==> config.mk <==
export PLATFORM = sky130hd
export DESIGN_NAME = dmg_timer_n_flat
export DESIGN_NICKNAME = d
export VERILOG_FILES = /design/src/rtl/dmg_timer_pkg.sv /design/src/rtl/dmg_timer_n_if.sv /design/src/rtl/dmg_prescaler.sv /design/src/rtl/dmg_timer_n.sv /design/src/flat_wrapper.sv
export SDC_FILE = /design/constraint.sdc
export NUM_CORES = 1
export LEC_CHECK = 0
export ABC_AREA = 1
export ABC_CLOCK_PERIOD_IN_PS = 1800
export CAP_MARGIN = 15
export CORE_AREA = 2 2 65 67
export DETAILED_ROUTE_END_ITERATION = 12
export DIE_AREA = 0 0 67 69
export PLACE_DENSITY = 0.73
export SETUP_SLACK_MARGIN = 0.05
export SYNTH_ARGS = -nofsm -noshare
export SYNTH_HDL_FRONTEND = slang
export SYNTH_SLANG_ARGS = --single-unit
==> constraint.sdc <==
create_clock -name clk -period 1.8 [get_ports clk]
set_clock_uncertainty 0.2 [all_clocks]
set_input_delay 0.45 -clock clk [delete_from_list [all_inputs] [get_ports clk]]
set_output_delay 0.45 -clock clk [all_outputs]
set_load 0.005 [all_outputs]
==> src/rtl/dmg_timer_pkg.sv <==
// dmg_timer_pkg: shared encodings for the programmable timer
//   TAP_SEL_0..3 : prescaler tap select codes (TAC bits 1:0)
//   ST_*         : counter FSM states
package dmg_timer_pkg;
  typedef enum logic [1:0] {TAP_SEL_0 = 2'b00, TAP_SEL_1 = 2'b01, TAP_SEL_2 = 2'b10, TAP_SEL_3 = 2'b11} tap_sel_e;
  typedef enum logic [1:0] {ST_RUN, ST_PENDING, ST_RELOAD} state_e;
endpackage

==> src/rtl/dmg_timer_n_if.sv <==
// dmg_timer_n_if: register-side bus of the timer
//   master : bus decoder side (drives div_rst, en, tap_sel, load_val, wr_cnt, wr_data)
//   slave  : timer side (drives div, cnt, irq)
interface dmg_timer_n_if #(parameter int WIDTH = 8);
  logic             div_rst;
  logic             en;
  logic [1:0]       tap_sel;
  logic [WIDTH-1:0] load_val;
  logic             wr_cnt;
  logic [WIDTH-1:0] wr_data;
  logic [7:0]       div;
  logic [WIDTH-1:0] cnt;
  logic             irq;
  modport master (output div_rst, en, tap_sel, load_val, wr_cnt, wr_data, input div, cnt, irq);
  modport slave (input div_rst, en, tap_sel, load_val, wr_cnt, wr_data, output div, cnt, irq);
endinterface

==> src/rtl/dmg_prescaler.sv <==
// dmg_prescaler: free-running divider, tap mux and falling-edge tick detect
//   clk, nres  : clock, async active-low reset
//   div_rst_i  : sync clear of the divider
//   en_i       : tick enable
//   tap_sel_i  : tap select
//   div_o      : top 8 divider bits
//   tick_o     : one-clk counter increment request
module dmg_prescaler
  import dmg_timer_pkg::*;
#(
  parameter int DIV_WIDTH = 16,
  parameter int TAP0 = 9,
  parameter int TAP1 = 3,
  parameter int TAP2 = 5,
  parameter int TAP3 = 7
) (
  input  logic       clk,
  input  logic       nres,
  input  logic       div_rst_i,
  input  logic       en_i,
  input  logic [1:0] tap_sel_i,
  output logic [7:0] div_o,
  output logic       tick_o
);
  logic [DIV_WIDTH-1:0] div_q, div_d;
  logic t_q, t_d;
  // t_d looks at the post-update divider, so a div_rst or en drop while the
  // tap is high is seen as a falling edge and produces an extra tick
  always_comb begin
    div_d = div_rst_i ? '0 : div_q + DIV_WIDTH'(1);
    t_d = en_i & (tap_sel_i == TAP_SEL_0 ? div_d[TAP0] :
                  tap_sel_i == TAP_SEL_1 ? div_d[TAP1] :
                  tap_sel_i == TAP_SEL_2 ? div_d[TAP2] : div_d[TAP3]);
  end
  always_ff @(posedge clk or negedge nres) begin
    if (!nres) begin
      div_q <= '0;
      t_q <= 1'b0;
    end else begin
      div_q <= div_d;
      t_q <= t_d;
    end
  end
  assign tick_o = t_q & ~t_d;
  assign div_o = div_q[DIV_WIDTH-1 -: 8];
endmodule

==> src/rtl/dmg_timer_n.sv <==
// dmg_timer_n: prescaled N-bit timer with delayed modulo reload and overflow irq
//   clk, nres : clock, async active-low reset
//   bus       : slave modport of dmg_timer_n_if (controls in, div/cnt/irq out)
module dmg_timer_n
  import dmg_timer_pkg::*;
#(
  parameter int WIDTH = 8,
  parameter int DIV_WIDTH = 16,
  parameter int TAP0 = 9,
  parameter int TAP1 = 3,
  parameter int TAP2 = 5,
  parameter int TAP3 = 7
) (
  input logic clk,
  input logic nres,
  dmg_timer_n_if.slave bus
);
  state_e st_q, st_d;
  logic [WIDTH-1:0] cnt_q, cnt_d;
  logic irq_q;
  logic tick;
  dmg_prescaler #(
    .DIV_WIDTH(DIV_WIDTH), .TAP0(TAP0), .TAP1(TAP1), .TAP2(TAP2), .TAP3(TAP3)
  ) u_pre (
    .clk(clk), .nres(nres), .div_rst_i(bus.div_rst), .en_i(bus.en),
    .tap_sel_i(bus.tap_sel), .div_o(bus.div), .tick_o(tick)
  );
  // PENDING holds the wrapped zero for one clk so a bus write can cancel the
  // reload; RELOAD ignores writes and ticks and always lands on load_val
  always_comb begin
    st_d = st_q;
    cnt_d = cnt_q;
    case (st_q)
      ST_RUN: begin
        if (bus.wr_cnt) cnt_d = bus.wr_data;
        else if (tick) begin
          cnt_d = cnt_q + WIDTH'(1);
          st_d = &cnt_q ? ST_PENDING : ST_RUN;
        end
      end
      ST_PENDING: begin
        cnt_d = bus.wr_cnt ? bus.wr_data : bus.load_val;
        st_d = bus.wr_cnt ? ST_RUN : ST_RELOAD;
      end
      default: begin
        cnt_d = bus.load_val;
        st_d = ST_RUN;
      end
    endcase
  end
  always_ff @(posedge clk or negedge nres) begin
    if (!nres) begin
      st_q <= ST_RUN;
      cnt_q <= '0;
      irq_q <= 1'b0;
    end else begin
      st_q <= st_d;
      cnt_q <= cnt_d;
      irq_q <= st_d == ST_RELOAD;
    end
  end
  // during RELOAD the counter shows load_val live, so a same-clk TMA write is visible
  assign bus.cnt = st_q == ST_RELOAD ? bus.load_val : cnt_q;
  assign bus.irq = irq_q;
endmodule

==> src/flat_wrapper.sv <==
// flat-port wrapper written by rule: the top's interface ports become plain ports
module dmg_timer_n_flat import dmg_timer_pkg::*;
#(
  parameter int WIDTH = 8,
  parameter int DIV_WIDTH = 16,
  parameter int TAP0 = 9,
  parameter int TAP1 = 3,
  parameter int TAP2 = 5,
  parameter int TAP3 = 7
)
  (clk, nres, bus_div_rst, bus_en, bus_tap_sel, bus_load_val, bus_wr_cnt, bus_wr_data, bus_div, bus_cnt, bus_irq);
  dmg_timer_n_if #(.WIDTH(WIDTH)) bus_i ();
  input logic clk;
  input logic nres;
  input wire logic [$bits(bus_i.div_rst)-1:0] bus_div_rst;
  input wire logic [$bits(bus_i.en)-1:0] bus_en;
  input wire logic [$bits(bus_i.tap_sel)-1:0] bus_tap_sel;
  input wire logic [$bits(bus_i.load_val)-1:0] bus_load_val;
  input wire logic [$bits(bus_i.wr_cnt)-1:0] bus_wr_cnt;
  input wire logic [$bits(bus_i.wr_data)-1:0] bus_wr_data;
  output wire logic [$bits(bus_i.div)-1:0] bus_div;
  output wire logic [$bits(bus_i.cnt)-1:0] bus_cnt;
  output wire logic [$bits(bus_i.irq)-1:0] bus_irq;
  assign bus_i.div_rst = bus_div_rst;
  assign bus_i.en = bus_en;
  assign bus_i.tap_sel = bus_tap_sel;
  assign bus_i.load_val = bus_load_val;
  assign bus_i.wr_cnt = bus_wr_cnt;
  assign bus_i.wr_data = bus_wr_data;
  assign bus_div = bus_i.div;
  assign bus_cnt = bus_i.cnt;
  assign bus_irq = bus_i.irq;
  dmg_timer_n #(.WIDTH(WIDTH), .DIV_WIDTH(DIV_WIDTH), .TAP0(TAP0), .TAP1(TAP1), .TAP2(TAP2), .TAP3(TAP3)) u_core (.clk(clk), .nres(nres), .bus(bus_i));
endmodule
==> summary.txt, run 1 <==
Clock network
  • Skew-Pair Late Insertion Delay: 0.27 ns
  • Clock Pin Slew Worst Setup and Hold Paths: 0.10 ns
  • H-tree levels: 1
  • Root buf cell: clkbuf_8
  • Clock buffer depth: 2
  • Clock tree sinks: 28
  • CTS tree: built
  • Num CTS Buffers: 3

Placed design
  • Routability cong.: between 0.8 and 0.9
  • Setup WS pre-CTS: -0.522 ns
  • Placed wire-length estimate: 3170 um
  • IO buf count: 39

Floorplan
  • Chip width: around 67 um
  • Die Y: 69 um
  • IO Count: 40
  • Die ar.: ~4600 um2
  • Core Rows: 23
  • Initial Util: 0.449
  • Core Footprint: between 3000 and 4000 um2

Power
  • Worst VDD drop: 350 uV
  • Internal power: around 1100 uW
  • Switch Pwr: 424 uW
  • Combinational power share: 0.269
  • Pwr per Cell Area: 538 nW/um2
  • Pleak: roughly 0.0014 uW
  • Seq pwr share: 0.467
  • Clk pwr share: 0.264
  • Switching share of total power: 0.283

Finish
  • Ant. Diodes: 0
  • Most frequent cells in the layout: buf_4 (54), nand2_1 (34), dfrtp_1 (28)
  • Leading cell type in the layout, fill and taps excluded: buf_4
  • Ratio of cells with drive above 1 in the final layout: 0.414
  • Final Net Count: approximately 350
  • Layout area overhead: 58.3%
  • Fill count: 331

Routing
  • Final WL: ~4800 um
  • DRC violations left: 0
  • Wirelength per Cell: 12.8 um
  • DR pass1 iterations: 4
  • Vias per inst: 5.02
  • 1st-iter DRT viols: 118
  • Routed Antenna Nets: 0
  • Vias: 1864

Global route
  • Pin count of the biggest net entering global routing: 29
  • Global-route wire length before repair: 7870 um
  • Initial antenna violation count: 0
  • Final global-route overflow total: 0
  • All-Layer GR Usage: 0.213
  • Vias in the first global route: 1812

STA
  • FMAX: around 530 MHz
  • Period minus WS final: 1.88 ns
  • Final Hold Violating Endpoints: 0
  • Hold_ws: between 0.2 and 0.3 ns
  • Final setup violating endpoints: 19
  • Worst slew pin tran: between 0.3 and 0.4 ns
  • RSZ-0062 raised after global routing: yes
  • Crit share post-route: 1.04
  • Fin Setup TNS: -0.996 ns
  • Fin. max-slew vios: 0
  • PnR worst setup slack: -0.0756 ns
  • Slew HR: 0.747

Synthesis
  • Top cells by area, synth: dfrtp_1 (40%), nand2_1 (11%), inv_1 (6.4%), nand3_1 (6.0%), o21ai_0 (3.4%)
  • Synthesis warning total: 0
  • Synth Net Count: 256
  • Syn avg cell area: ~7.6 um2
  • Number of register bits inferred by synthesis: 28
  • Mapped Area: 1760 um2
  • Synth unique cells: 33
  • Register area share after synthesis: 0.399
  • Syn Inst Count: between 200 and 250
  • Cell taking the most area after synthesis: dfrtp_1
  • Top-area cell type share of the netlist area: 0.399

Setup path
  • Worst-path cell chain: inv_2, nand2_4, buf_16, o21ai_2, buf_2
  • Worst R2R Setup Slack: -0.07 ns
  • Critical path class: reg2out
  • Crit path required time: around 1.2 ns
  • CP max FO: 6
  • CP endpoint kind: output pin
  • CP Launch Type: register
  • Slowest-stage cell, CP: dfrtp_1
  • Peak per-stage delay on the critical path: 0.41 ns
  • Critical Path AT: 1.23 ns

Flow run
  • # Max-Cap Violations: 0

Outcome
  • Status: finished, violations left
  • Violated checks: negative setup slack

Hold path
  • Class of the worst hold path: reg2reg
-- area by class of cell --
type	count	area [um2]	share of cell area
Multi-Input combinational cell	158	1010	0.365
Timing Repair Buffer	97	822	0.295
Sequential cell	28	701	0.252
Inverter	34	128	0.0459
Tap cell	50	62.6	0.0225
Clock buffer	4	55.1	0.0198
-- sequential cells by signal, indices dropped and copies added (netlist names) --
name / count
u_core.u_pre.t_q: 1
u_core.bus.irq: 1
u_core.u_pre.div_q: 16
u_core.st_q: 2
u_core.cnt_q: 8
-- cells by family (layout without fill, tap and decap cells) --
family / count (synthesis) / in the layout / share of synthesized area
flip-flops: 28 / 28 / 0.399
AO/OA/AOI/OAI: 39 / 39 / 0.144
adder cells (fa/ha/maj): 2 / 2 / 0.0142
AND/OR/NAND/NOR: 115 / 116 / 0.315
buffers and inverters: 46 / 135 / 0.124
XOR/XNOR: 1 / 1 / 0.00498
-- power by group through the flow --
stage / Combinational, uW / Sequential (uW) / Clock, uW
global route: 452 / 703 / 427
floorplan: 154 / 710 / 0
detailed placement: 386 / 698 / 0
CTS: 383 / 691 / 404
finish: 403 / 699 / 396
global placement: 378 / 699 / 0
-- metrics by stage --
stage | util | instances | power [uW] | cell area, um2
floorplan | - | 231 | 865 | 1760
global placement | 0.615 | 343 | 1080 | 2410
detailed placement | 0.615 | 343 | 1080 | 2410
CTS | 0.674 | 365 | 1480 | 2640
global route | 0.711 | 371 | 1580 | 2780
finish | 0.711 | 371 | 1500 | 2780
-- final timing paths --
path | start | end | depth (start not counted)
setup / recovery | u_core.st_q[0] | bus_cnt[2] | 5
hold / removal | u_core.u_pre.div_q[0] | u_core.u_pre.div_q[0] | 1
setup reg to reg | u_core.u_pre.div_q[8] | u_core.u_pre.div_q[9] | 11
hold reg to reg | u_core.u_pre.div_q[0] | u_core.u_pre.div_q[0] | 1
max in group asynchronous | nres | u_core.u_pre.div_q[15] | 2
min in group asynchronous | nres | u_core.u_pre.div_q[9] | 2
-- synth_stat cells (all sizes together) --
master and count:
nand4 4, clkinv 2, o221ai 4, o21ai 12
nor2 20, a31oi 1, inv 32, a31o 1
and3 1, o21bai 1, a211oi 2, nand2 59
o31ai 1, a21boi 1, ha 2, nand3 24
clkbuf 2, nor3 7, a21oi 10, o21a 3
o211ai 3, xnor2 1, buf 10, dfrtp 28
-- routing by layer --
| layer | vias to the layer above | wire length (um) | GRT usage |
|---|---|---|---|
| met1 | 887 | 2020 | 0.271 |
| met5 | - | 0 | 0 |
| met2 | 40 | 2550 | 0.381 |
| li1 | 933 | - | - |
| met4 | 0 | 31 | 0.0408 |
| met3 | 4 | 152 | 0.0245 |
-- worst max-delay path: cells and delay by family (launching register included) --
family | cells | cell delay [ns]
and+or+nand+nor | 1 | 0.08
buffers and inverters | 3 | 0.35
DFF | 1 | 0.41
AOI/OAI and AO/OA | 1 | 0.10
-- what timing repair did --
item	CTS	global route
hold buffers	0	0
buffers inserted	16	6
cloned	2	0
setup endpoints to repair	27	25
resized for setup	73	29
pin swaps	5	7
Note: power is estimated with default switching activity, not from simulation.
==> inputs of run 2 (changes only) <==
- CAP_MARGIN: 15 -> 25
- CELL_PAD_IN_SITES_DETAIL_PLACEMENT: default -> 2
- CELL_PAD_IN_SITES_GLOBAL_PLACEMENT: default -> 2
- CORE_AREA: 2 2 65 67 -> 2 2 83 85
- DIE_AREA: 0 0 67 69 -> 0 0 85 87
- PLACE_DENSITY: 0.73 -> default
- PLACE_DENSITY_LB_ADDON: default -> 0.1
- SLEW_MARGIN: default -> 20
==> run 2 against run 1 <==
Compared with the run above:
- the flow still finishes with violations (negative setup slack)
- combinational power increased by 4%
- die area rose by 60%
- worst hold slack gained 0.023 ns
- flip-flop and latch count is the same
- cell count is 9.2% higher
- largest cell class unchanged
- clock power grew 3%
- count of clock-buffer cells in the layout did not move
- sequential share of layout area down 0.79 points
- wire length up 25%
- largest power group unchanged
- critical path depth did not move
- non-clock buffer count grew 5
==> summary.txt, run 2 (synthesized netlist as in run 1, its figures left out) <==
STA
  • RSZ-0062 raised after global routing: yes
  • Final Hold Violating Endpoints: 0
  • Crit share post-route: 1.08
  • FMAX: 516 MHz
  • Worst slew pin tran: 0.296 ns
  • PnR worst setup slack: -0.139 ns
  • Period minus WS final: approximately 1.9 ns
  • Slew HR: 0.801
  • Hold_ws: slightly above 0.3 ns
  • Final setup violating endpoints: 19
  • Fin. max-slew vios: 0

Flow run
  • # Max-Cap Violations: 0

Outcome
  • Violated checks: negative setup slack
  • Status: finished, violations left

Finish
  • Ant. Diodes: 0
  • Post-Layout Inst Area: roughly 2900 um2
  • Largest regs: u_core.u_pre.div_q (16), u_core.cnt_q (8), u_core.st_q (2)
  • Layout area overhead: 63.4%
  • Final Net Count: 351
  • Ratio of cells with drive above 1 in the final layout: 0.434
  • Most frequent cells in the layout: buf_4 (57), nand2_1 (32), dfrtp_1 (28)
  • Register with the most flip-flops: u_core.u_pre.div_q
  • Max reg flops: 16
  • Finished Layout Cells: approximately 400
  • Leading cell type in the layout, fill and taps excluded: buf_4
  • Fill count: between 700 and 800

Global route
  • All-Layer GR Usage: 0.171
  • Initial antenna violation count: 0
  • Vias in the first global route: approximately 2k
  • Final global-route overflow total: 0
  • Global-route wire length before repair: 9980 um
  • Pin count of the biggest net entering global routing: 29

Floorplan
  • Chip width: approximately 85 um
  • Core Footprint: 6570 um2
  • Die ar.: 7400 um2
  • Die Y: 87 um
  • IO Count: 40
  • Initial Util: 0.268
  • Core Rows: 30

Power
  • Combinational power share: 0.272
  • Internal power: about 1100 uW
  • Seq pwr share: 0.463
  • Pwr per Cell Area: 534 nW/um2
  • Switching share of total power: 0.295
  • Worst VDD drop: 287 uV
  • Switch Pwr: 453 uW
  • Pleak: 0.00146 uW
  • Clk pwr share: 0.265

Placed design
  • IO buf count: 39
  • Placed insts: 376
  • Area after DPL: 2470 um2
  • Routability cong.: 0.773
  • Placed wire-length estimate: 4340 um
  • Setup WS pre-CTS: -0.561 ns

Setup path
  • Worst R2R Setup Slack: -0.09 ns
  • Critical path class: reg2out
  • CP endpoint kind: output pin
  • Worst R2R Path Depth: 11
  • Crit path required time: 1.15 ns
  • Worst R2R End: u_core.cnt_q[2]
  • CP Launch Type: register
  • CP max FO: 8
  • Critical Path AT: around 1.3 ns
  • Worst flop-to-flop path startpoint: u_core.u_pre.div_q[3]

Clock network
  • Clock buffer depth: 2
  • Num CTS Buffers: 3
  • Root buf cell: clkbuf_8
  • Skew-Pair Late Insertion Delay: 0.28 ns
  • CTS tree: built
  • Clock Pin Slew Worst Setup and Hold Paths: 0.10 ns
  • Clock tree sinks: 28
  • H-tree levels: 1
  • Post-CTS Hold Fix Bufs: 0

Routing
  • Routed Antenna Nets: 0
  • 1st-iter DRT viols: 45
  • Final WL: around 5900 um
  • Wirelength per Cell: 14.7 um
  • DRC violations left: 0
  • DR pass1 iterations: 4
  • Vias per inst: between 4 and 5
  • Vias: 1906

Hold path
  • Class of the worst hold path: in2async
-- run 2: power groups by stage --
stage | sequential, uW | combinational [uW] | clock (uW)
floorplan | 710 | 154 | 0
global placement | 710 | 376 | 0
detailed placement | 709 | 392 | 0
CTS | 705 | 397 | 423
global route | 717 | 468 | 454
finish | 709 | 418 | 407
-- run 2: repair_timing --
item	in CTS	in global routing
pin swaps	10	11
resized for setup	85	22
setup buffers	17	7
setup endpoints to repair	28	24
gates cloned	1	0
-- run 2: metrics by stage --
stage	utilization	setup TNS, ns	power [uW]
final	0.437	-1.77	1530
after global routing	0.437	-4.16	1640
after CTS	0.420	-1.91	1520
after detailed placement	0.376	-8.56	1100
after global placement	0.376	-8.21	1090
after floorplan	-	0	865
-- run 2: layout make-up --
cell class	instances	area [um2]	area share
Clock buffer	4	55.1	0.0192
Inverter	34	129	0.0449
Multi-Input combinational cell	157	1020	0.354
Sequential cell	28	701	0.244
Tap cell	80	100	0.0348
Timing Repair Buffer	102	872	0.304
-- run 2: worst max-delay path by stage --
stage | cells past startpoint | to | from
final | 5 | bus_cnt[3] | u_core.st_q[0]
after global routing | 13 | u_core.cnt_q[6] | u_core.u_pre.div_q[3]
after CTS | 5 | bus_cnt[3] | u_core.st_q[0]
after detailed placement | 4 | bus_cnt[3] | bus_load_val[3]
after global placement | 4 | bus_cnt[7] | bus_load_val[7]
after floorplan | 11 | u_core.u_pre.div_q[14] | u_core.u_pre.div_q[0]
-- run 2: critical path: stages (launching register included) --
cell,delay (ns)
dfrtp_1,0.43
inv_2,0.10
nand2_4,0.08
buf_12,0.16
o21ai_2,0.11
buf_2,0.13
-- run 2: per-layer routing --
layer | global-route usage | vias to the layer above | part of all wire
li1 | - | 942 | -
met1 | 0.206 | 925 | 0.41
met2 | 0.315 | 33 | 0.54
met3 | 0.0190 | 6 | 0.027
met4 | 0.0577 | 0 | 0.017
met5 | 0 | - | 0
